File: src/rtl/daq_dma_arbiter_pkg.sv
// Shared definitions for the DAQ DMA packet arbiter: FSM encodings, truncation marker and status packing.
// DRAIN has no encoding of its own; it is ST_TRUNC with the drain flag set.
package daq_dma_arbiter_pkg;

  typedef enum logic [1:0] {
    ST_IDLE  = 2'd0,
    ST_ARB   = 2'd1,
    ST_XFER  = 2'd2,
    ST_TRUNC = 2'd3
  } arb_state_e;

  localparam logic [31:0] TRUNC_MARKER = 32'hDEADDEAD;

  localparam int STAT_ERR_BIT   = 11;
  localparam int STAT_GRANT_LSB = 7;
  localparam int STAT_GVLD_BIT  = 6;
  localparam int STAT_STATE_LSB = 4;

  function automatic logic [11:0] pack_status(input logic       err,
                                              input logic [2:0] grant,
                                              input logic       gvld,
                                              input arb_state_e st);
    pack_status                            = '0;
    pack_status[STAT_ERR_BIT]              = err;
    pack_status[STAT_GRANT_LSB +: 3]       = grant;
    pack_status[STAT_GVLD_BIT]             = gvld;
    pack_status[STAT_STATE_LSB +: 2]       = st;
  endfunction

endpackage

File: src/rtl/daq_dma_arbiter_rr_pick.sv
// Rotate-priority encoder: returns the first requester after 'last', wrapping around.
// Kept standalone so other link arbiters can reuse it.
module daq_rr_pick #(
  parameter int N  = 4,
  parameter int IW = 2
) (
  input  logic [N-1:0]  req,
  input  logic [IW-1:0] last,
  output logic [IW-1:0] idx,
  output logic          any
);

  logic [IW-1:0] cand;

  always_comb begin
    any  = 1'b0;
    idx  = '0;
    cand = '0;
    for (int k = 1; k <= N; k++) begin
      cand = IW'((int'(last) + k) % N);
      if (!any && req[cand]) begin
        any = 1'b1;
        idx = cand;
      end
    end
  end

endmodule

File: src/rtl/daq_dma_arbiter.sv
// Packet-level round-robin arbiter merging NUM_SRC DMA-manager streams into one host DMA stream.
// Define DAQ_DMA_ARB_TIMEOUT_EN to add the mid-packet stall timeout (TRUNC marker + DRAIN).
module daq_dma_arbiter
  import daq_dma_arbiter_pkg::*;
#(
  parameter int NUM_SRC        = 4,
  parameter int DATA_W         = 64,
  parameter int TIMEOUT_CYCLES = 1024
) (
  input  logic                      clk,
  input  logic                      reset,
  input  logic                      enable,
  input  logic [NUM_SRC-1:0]        src_mask,
  input  logic [NUM_SRC*DATA_W-1:0] src_data,
  input  logic [NUM_SRC-1:0]        src_valid,
  input  logic [NUM_SRC-1:0]        src_last,
  output logic [NUM_SRC-1:0]        src_ready,
  output logic [DATA_W-1:0]         dma_data,
  output logic                      dma_valid,
  output logic                      dma_last,
  input  logic                      dma_ready,
  output logic [15:0]               pkt_count,
  output logic [11:0]               status
);

  localparam int GW = (NUM_SRC > 1) ? $clog2(NUM_SRC) : 1;

  if (NUM_SRC < 2 || NUM_SRC > 8 || TIMEOUT_CYCLES < 1 || TIMEOUT_CYCLES > 65535) begin : g_param_check
    $error("daq_dma_arbiter: parameter out of range");
  end

  arb_state_e        state_q;
  logic [GW-1:0]     grant_q;
  logic [GW-1:0]     last_grant_q;
  logic              grant_vld_q;
  logic [15:0]       pkt_cnt_q;
  logic              err_sticky;

  logic [NUM_SRC-1:0] req;
  logic [GW-1:0]      pick_idx;
  logic               pick_any;
  logic [DATA_W-1:0]  src_word [NUM_SRC];
  logic               g_valid;
  logic               g_last;
  logic               xfer_done;

  for (genvar i = 0; i < NUM_SRC; i++) begin : g_unpack
    assign src_word[i] = src_data[i*DATA_W +: DATA_W];
  end

  assign req       = src_valid & src_mask;
  assign g_valid   = src_valid[grant_q];
  assign g_last    = src_last[grant_q];
  assign xfer_done = (state_q == ST_XFER) && g_valid && dma_ready && g_last;

  daq_rr_pick #(.N(NUM_SRC), .IW(GW)) u_pick (
    .req  (req),
    .last (last_grant_q),
    .idx  (pick_idx),
    .any  (pick_any)
  );

`ifdef DAQ_DMA_ARB_TIMEOUT_EN
  logic [15:0] stall_q;
  logic        drain_q;
  logic        err_q;
  assign err_sticky = err_q;
`else
  assign err_sticky = 1'b0;
`endif

  // Data path is a combinational pass-through of the granted source while in XFER.
  always_comb begin
    dma_data  = '0;
    dma_valid = 1'b0;
    dma_last  = 1'b0;
    src_ready = '0;
    if (state_q == ST_XFER) begin
      dma_data           = src_word[grant_q];
      dma_valid          = g_valid;
      dma_last           = g_last;
      src_ready[grant_q] = dma_ready;
    end
`ifdef DAQ_DMA_ARB_TIMEOUT_EN
    else if (state_q == ST_TRUNC) begin
      if (drain_q) begin
        src_ready[grant_q] = 1'b1;
      end else begin
        dma_valid = 1'b1;
        dma_last  = 1'b1;
        dma_data  = DATA_W'({TRUNC_MARKER, 29'h0, 3'(grant_q)});
      end
    end
`endif
  end

  always_ff @(posedge clk or posedge reset) begin
    if (reset) begin
      state_q      <= ST_IDLE;
      grant_q      <= '0;
      last_grant_q <= GW'(NUM_SRC - 1);
      grant_vld_q  <= 1'b0;
      pkt_cnt_q    <= '0;
`ifdef DAQ_DMA_ARB_TIMEOUT_EN
      stall_q      <= '0;
      drain_q      <= 1'b0;
      err_q        <= 1'b0;
`endif
    end else begin
      case (state_q)
        ST_IDLE: if (enable && |req) state_q <= ST_ARB;
        ST_ARB: begin
          // The requester seen in IDLE may have dropped valid; fall back rather than grant nobody.
          if (pick_any) begin
            grant_q      <= pick_idx;
            last_grant_q <= pick_idx;
            grant_vld_q  <= 1'b1;
            state_q      <= ST_XFER;
`ifdef DAQ_DMA_ARB_TIMEOUT_EN
            stall_q      <= '0;
`endif
          end else begin
            state_q <= ST_IDLE;
          end
        end
        ST_XFER: begin
          if (xfer_done) begin
            pkt_cnt_q   <= pkt_cnt_q + 16'd1;
            grant_vld_q <= 1'b0;
            state_q     <= ST_IDLE;
          end
`ifdef DAQ_DMA_ARB_TIMEOUT_EN
          else if (g_valid) begin
            stall_q <= '0;
          end else if (stall_q == 16'(TIMEOUT_CYCLES - 1)) begin
            stall_q <= '0;
            state_q <= ST_TRUNC;
          end else begin
            stall_q <= stall_q + 16'd1;
          end
`endif
        end
`ifdef DAQ_DMA_ARB_TIMEOUT_EN
        ST_TRUNC: begin
          if (!drain_q) begin
            if (dma_ready) begin
              drain_q   <= 1'b1;
              err_q     <= 1'b1;
              pkt_cnt_q <= pkt_cnt_q + 16'd1;
            end
          end else if (g_valid && g_last) begin
            drain_q     <= 1'b0;
            grant_vld_q <= 1'b0;
            state_q     <= ST_IDLE;
          end
        end
`endif
        default: state_q <= ST_IDLE;
      endcase
    end
  end

  assign pkt_count = pkt_cnt_q;
  assign status    = pack_status(err_sticky, 3'(grant_q), grant_vld_q, state_q);

endmodule
File: config.mk
export PLATFORM = sky130hd
export DESIGN_NAME = daq_dma_arbiter
export DESIGN_NICKNAME = d
export VERILOG_FILES = /design/src/rtl/daq_dma_arbiter_pkg.sv /design/src/rtl/daq_dma_arbiter_rr_pick.sv /design/src/rtl/daq_dma_arbiter.sv
export SDC_FILE = /design/constraint.sdc
export NUM_CORES = 1
export LEC_CHECK = 0
export CAP_MARGIN = 20
export CORE_AREA = 5 5 143 145
export DETAILED_ROUTE_END_ITERATION = 6
export DIE_AREA = 0 0 148 150
export PLACE_DENSITY = 0.63
export SLEW_MARGIN = 10
export SYNTH_ARGS = -nofsm -noshare
export SYNTH_HDL_FRONTEND = slang
export SYNTH_HIERARCHICAL = 1
export SYNTH_SLANG_ARGS = --single-unit
File: constraint.sdc
create_clock -name clk -period 2 [get_ports clk]
set_clock_uncertainty 0.2 [all_clocks]
set_input_delay 0.2 -clock clk [delete_from_list [all_inputs] [get_ports clk]]
set_output_delay 0.2 -clock clk [all_outputs]
set_load 0.01 [all_outputs]
==> results of run 1 <==
## how the worst min path moves through the flow
stage	from	endpoint	slack (ns)	depth (start not counted)
4_1_cts	reset	pkt_count[14]	0.03	2
3_5_place_dp	pkt_count[15]	pkt_count[15]	0.27	1
6_report	reset	pkt_count[14]	0.02	2
2_1_floorplan	reset	grant_q[0]	0.0004	1
5_1_grt	reset	pkt_count[11]	0.05	2
3_3_place_gp	grant_vld_q	grant_vld_q	0.26	2
## state kept, by name, indices dropped and copies added, names as in the netlist
signal,count
grant_q,2
last_grant_q,2
pkt_count,16
state_q,2
grant_vld_q,1
## cell usage in the layout, fill, tap and decap left out, drive strengths merged, types with 6 or more instances in the layout
cell           instances
clkdlybuf4s50        291
buf                  119
and2                  70
mux4                  66
dfrtp                 21
nand2                 11
xor2                  10
conb                   7
nor3                   7
inv                    6
nor2                   6
## timing repair
item	4_1_cts	5_1_grt
setup endpoints to repair	89	89
buffers inserted	18	2
resized for setup	381	34
pin swaps	58	11
cloned	5	1
## layout make-up
class	instances	area, um^2	area share
timing repair buffer	413	4190	0.529
multi-input combinational	218	2740	0.346
sequential	23	583	0.0737
tap	238	298	0.0376
clock buffer	3	75.1	0.00949
inverter	6	22.5	0.00285
clock inverter	1	7.51	0.000949
## report_power, final
group	internal [mW]	leakage (nW)	switching (mW)	total (mW)
logic	4.04	2.97	2.40	6.45
clock network	0.271	0.0371	0.177	0.448
registers	0.580	0.289	0.118	0.698
## cell families after synthesis
| group | after synthesis | synth area share |
|---|---|---|
| AND/OR/NAND/NOR | 117 | 0.221 |
| XOR/XNOR | 15 | 0.0405 |
| other | 1 | 0.00115 |
| flip-flops | 23 | 0.178 |
| AO/OA/AOI/OAI | 6 | 0.0158 |
| multiplexers | 72 | 0.478 |
| adder cells (fa/ha/maj) | 1 | 0.00385 |
| buffers and inverters | 38 | 0.0613 |
## per-layer routing
metal,routed length [um],track usage
met5,0,0
met4,308,0.0300
met3,1560,0.0430
met2,10300,0.294
met1,7170,0.191
## metrics by stage
stage,instance area [um^2],worst slack (ns),cells,power [mW]
floorplan,3280,0.00633,279,3.56
global placement,7320,-0.327,875,6.06
detailed placement,7320,-0.363,875,6.13
CTS,7800,-0.319,901,7.52
global route,7910,-0.386,902,8.05
finish,7910,-0.321,902,7.59
## critical path: stages (launching register included)
cell and delay, ns:
dfrtp_4 0.50, buf_6 0.14, buf_12 0.12, buf_16 0.14, mux4_2 0.35, buf_6 0.11, buf_6 0.09, nand4_4 0.17
nor3_2 0.23, xor2_1 0.19
==> results.py, run 1 <==
metrics = {
    "outcome": {
        "status": "finished, violations left",
        "failed_checks": "setup timing",
    },
    "clock_network": {
        "clk_pin_slew_ns": 0.07,
        "cts_buffer_depth": 2,
        "cts_tree": "built",
        "ctsHoldBuffers": 0,
        "clock-sinks": 23,
        "cts_buffers": 3,
        "clock_latency_ns": 0.26,
        "cts_max_level": 1,
        "cts_root_buf": "clkbuf_16",
    },
    "critical_path": {
        "endpoint": "pkt_count[11]",
        "required_ns": 1.98,
        "cp-startpoint": "grant_q[0]",
        "critPathArrivalTime_ns": 2.30,
        "r2r-start": "grant_q[0]",
        "rrSetupSlack_ns": -0.32,
        "worstSetupPathType": "reg -> reg",
        "cp_max_fo": 7,
        "worst_r2r_path_depth": 9,
        "end_kind": "register",
        "start_kind": "register",
        "regToRegEndpoint": "pkt_count[11]",
    },
    "sta": {
        "fin_crit_sh": 1.16,
        "grt_setup_unrepaired": "yes",
        "worst_slew_pin_slew_ns": 0.624,
        "period_minus_slack_ns": 2.32,
        "slew_headroom": 0.583,
        "drv_slew": 0,
        "hold_slack_ns": 0.0177,
        "finalHoldViolCount": 0,
        "fin_ws_ns": -0.321,
        "setup_tns_ns": -20.14,
        "fmax_mhz": 431,
        "finalSetupViolCount": 87,
    },
    "drt": {
        "vias": 4012,
        "drt-pass1-iter-count": 4,
        "avgViaCountPerCell": 4.45,
        "drc": 0,
        "drtIter0Drc": 100,
        "ant_nets": 0,
        "wl_per_cell_um": 21.4,
        "wl_mm": 19.3,
    },
    "placed_design": {
        "gp_congestion": 0.970,
        "portBuffers": 362,
        "dp_hpwl_mm": 15.8,
    },
    "synth": {
        "synth_most_common_cell": "and2_1",
        "async_reset_ff_frac": 1.00,
        "netlist_top_cells_area": "mux4_2 46%, dfrtp_1 16%, and2_1 13%",
        "yosys.area.top_type": "mux4_2",
        "netlist_instances": 273,
        "synth_cell_types": 37,
        "synth_edf_count": 0,
        "synthFlopType": "dfrtp_1",
        "ys_seq_area_frac": 0.178,
        "synth_top_area_frac": 0.458,
        "syn_area_mm2": 0.00325,
        "synth_area_per_cell_um2": 11.9,
        "ys.warnings.count": 6,
        "ys_ff_latch": 23,
        "synth_common_cells": "70 x and2_1, 66 x mux4_2, 21 x dfrtp_1, 13 x clkbuf_1",
    },
    "floorplanning": {
        "initial_core_util": 0.170,
        "ios": 370,
        "fp.dieW_um": 148,
        "chipHeight_um": 150,
        "rows": 51,
        "die_area_mm2": 0.0222,
        "core_mm2": 0.0191,
    },
    "pwr": {
        "p_leak_nw": 3.29,
        "p_per_area_mw_per_mm2": 959,
        "ir_drop_mv": 0.578,
    },
    "global_routing": {
        "grt_overflow_total": 0,
        "grt_antenna_before_repair": 0,
        "grt_max_degree": 38,
        "grt_pass1_vias": 4462,
        "grt_pass1_wl_mm": 27.8,
        "grt_use_total": 0.161,
    },
    "finish": {
        "fin_nets": 938,
        "utilization": 0.415,
        "fillers": 1784,
        "antenna_cells": 0,
        "layout-drive-gt1-share": 0.392,
        "area_growth_syn_to_layout_pct": 144,
    },
    "job": {
        "cap_violations": 0,
    },
    "hold_path": {
        "hp-class": "in -> async",
    },
}
Note: power is estimated with default switching activity, not from simulation.
==> run 2, diff against run 1 <==
Settings changed: CORE_AREA 5 5 143 145 to 2 2 144 146, DIE_AREA 0 0 148 150 to 0 0 146 148, MAX_ROUTING_LAYER from default to met4, PLACE_DENSITY 0.63 to 0.59.
Clock period 2 ns to 2.4 ns, I/O delays scaled along.
==> run 2 against run 1 <==
The run now ends clean. Combinational power decreased by 28%. Largest power group unchanged. Critical path type is now reg -> out. Largest cell class unchanged. Power decreased by 26%. Critical endpoint is now dma_data[59]. Setup slack improved by 0.37 ns. Critical path depth decreased by 3. Final area decreased by 5.5%. First-iteration DRC count decreased by 20%.
==> results.py, run 2 (synthesized netlist as in run 1, its figures left out) <==
metrics = {
    "sta": {
        "fin_crit_sh": 0.979,
        "finalHoldViolCount": 0,
        "fmax_mhz": 426,
        "period_minus_slack_ns": 2.35,
        "setup_tns_ns": 0,
        "drv_slew": 0,
        "finalSetupViolCount": 0,
    },
    "global_routing": {
        "grt_use_total": 0.157,
        "grt_pass1_vias": 4488,
        "grt_pass1_wl_mm": 26.0,
        "grt_max_degree": 44,
        "grt_antenna_before_repair": 0,
        "grt_overflow_total": 0,
    },
    "clock_network": {
        "clock_latency_ns": 0.25,
        "cts_max_level": 1,
        "cts_tree": "built",
        "clk_pin_slew_ns": 0.06,
        "cts_root_buf": "clkbuf_16",
        "cts_buffer_depth": 2,
        "clock-sinks": 23,
        "cts_buffers": 3,
    },
    "placed_design": {
        "gp_congestion": 0.927,
        "portBuffers": 362,
        "dp_hpwl_mm": 13.9,
    },
    "critical_path": {
        "end_kind": "output pin",
        "required_ns": 1.96,
        "critPathArrivalTime_ns": 1.91,
        "worstSetupPathType": "reg -> out",
        "start_kind": "register",
        "cp_max_fo": 6,
    },
    "finish": {
        "fin_nets": 926,
        "fillers": 2020,
        "mostFrequentLayoutCell": "clkdlybuf4s50_1",
        "final_cell_mix": "294 x clkdlybuf4s50_1, 66 x mux4_2, 61 x and2_1",
        "multi_input_area_mm2": 0.00256,
        "area_growth_syn_to_layout_pct": 130,
        "largest_register_ffs": 16,
        "antenna_cells": 0,
        "regArea_um2": 583,
        "layout-drive-gt1-share": 0.288,
    },
    "pwr": {
        "internal-power_mw": 3.59,
        "p_per_area_mw_per_mm2": 752,
        "ir_drop_mv": 0.358,
        "combPwrFrac": 0.830,
        "seqPwrFrac": 0.106,
        "p_leak_nw": 3.01,
        "p_sw_frac": 0.363,
        "pwr-share-clk": 0.064,
        "p_total_mw": 5.63,
        "switchingPower_mw": 2.04,
    },
    "floorplanning": {
        "chipHeight_um": 148,
        "ios": 370,
        "rows": 52,
        "initial_core_util": 0.162,
        "fp.dieW_um": 146,
        "core_mm2": 0.0200,
        "die_area_mm2": 0.0216,
    },
    "outcome": {
        "status": "finished clean",
    },
    "drt": {
        "wl_per_cell_um": 19.1,
        "drtIter0Drc": 80,
        "wl_mm": 17.6,
        "drc": 0,
        "avgViaCountPerCell": 4.31,
        "ant_nets": 0,
        "drt-pass1-iter-count": 4,
        "vias": 3972,
    },
    "hold_path": {
        "hp-class": "in -> async",
    },
    "job": {
        "cap_violations": 0,
    },
}
[run 2: cell count changes in the layout (fill, tap and decap cells not counted), sizes merged]
cell / change
buf: -41
bufbuf: -1
clkbuf: +13
clkdlybuf4s15: +11
clkdlybuf4s50: +3
clkinvlp: -1
dlygate4sd2: +4
[run 2: path summary, 6_finish.rpt]
check	from	to	depth (start not counted)	slack [ns]
worst max-delay path	grant_q[0]	dma_data[59]	6	0.05
worst min-delay path	reset	pkt_count[0]	2	0.1
worst max register to register	grant_q[0]	pkt_count[1]	7	0.10
worst min register to register	pkt_count[15]	pkt_count[15]	1	0.28
max in group asynchronous	reset	last_grant_q[0]	3	1.29
min in group clk	pkt_count[15]	pkt_count[15]	1	0.28
[run 2: through the flow]
stage	cell area (um^2)	hold slack (ns)	util	instances	worst slack, ns
final	7480	0.0979	0.373	922	0.0505
after global routing	7480	0.155	0.373	922	-0.00659
after CTS	7560	0.126	0.377	925	-0.0831
after detailed placement	7330	0.264	0.366	903	-0.00212
after global placement	7330	0.263	0.366	903	0.0254
after floorplan	3270	0.0404	-	279	0.293
[run 2: critical path, stage by stage (launching register included)]
cell and delay, ns:
dfrtp_4 0.54, buf_6 0.15, buf_16 0.14, buf_4 0.13, mux4_2 0.40, and2_1 0.16, clkbuf_2 0.12
[run 2: final cells by class]
| class | count | share of cell area |
|---|---|---|
| sequential | 23 | 0.0779 |
| tap | 270 | 0.0452 |
| clock buffer | 4 | 0.0105 |
| inverter | 6 | 0.00301 |
| timing repair buffer | 401 | 0.522 |
| multi-input combinational | 218 | 0.342 |
[run 2: routing by layer]
metal,track usage,vias to the layer above,part of all wire
li1,-,1788,-
met1,0.189,1915,0.40
met2,0.280,235,0.51
met3,0.0269,34,0.069
met4,0.0272,0,0.019
met5,-,-,0
[run 2: power by group through the flow]
stage | Combinational [mW] | Sequential (mW) | Clock, mW
floorplan | 2.38 | 0.565 | 0
global placement | 4.41 | 0.580 | 0
detailed placement | 4.48 | 0.586 | 0
CTS | 4.92 | 0.595 | 0.364
global route | 5.04 | 0.611 | 0.380
finish | 4.67 | 0.598 | 0.360
[run 2: what timing repair did]
item,in CTS,in global routing
cloned,7,0
setup endpoints to repair,66,59
gates resized for setup,216,45
hold buffers,0,0
pin swaps,6,3
setup buffers,11,1
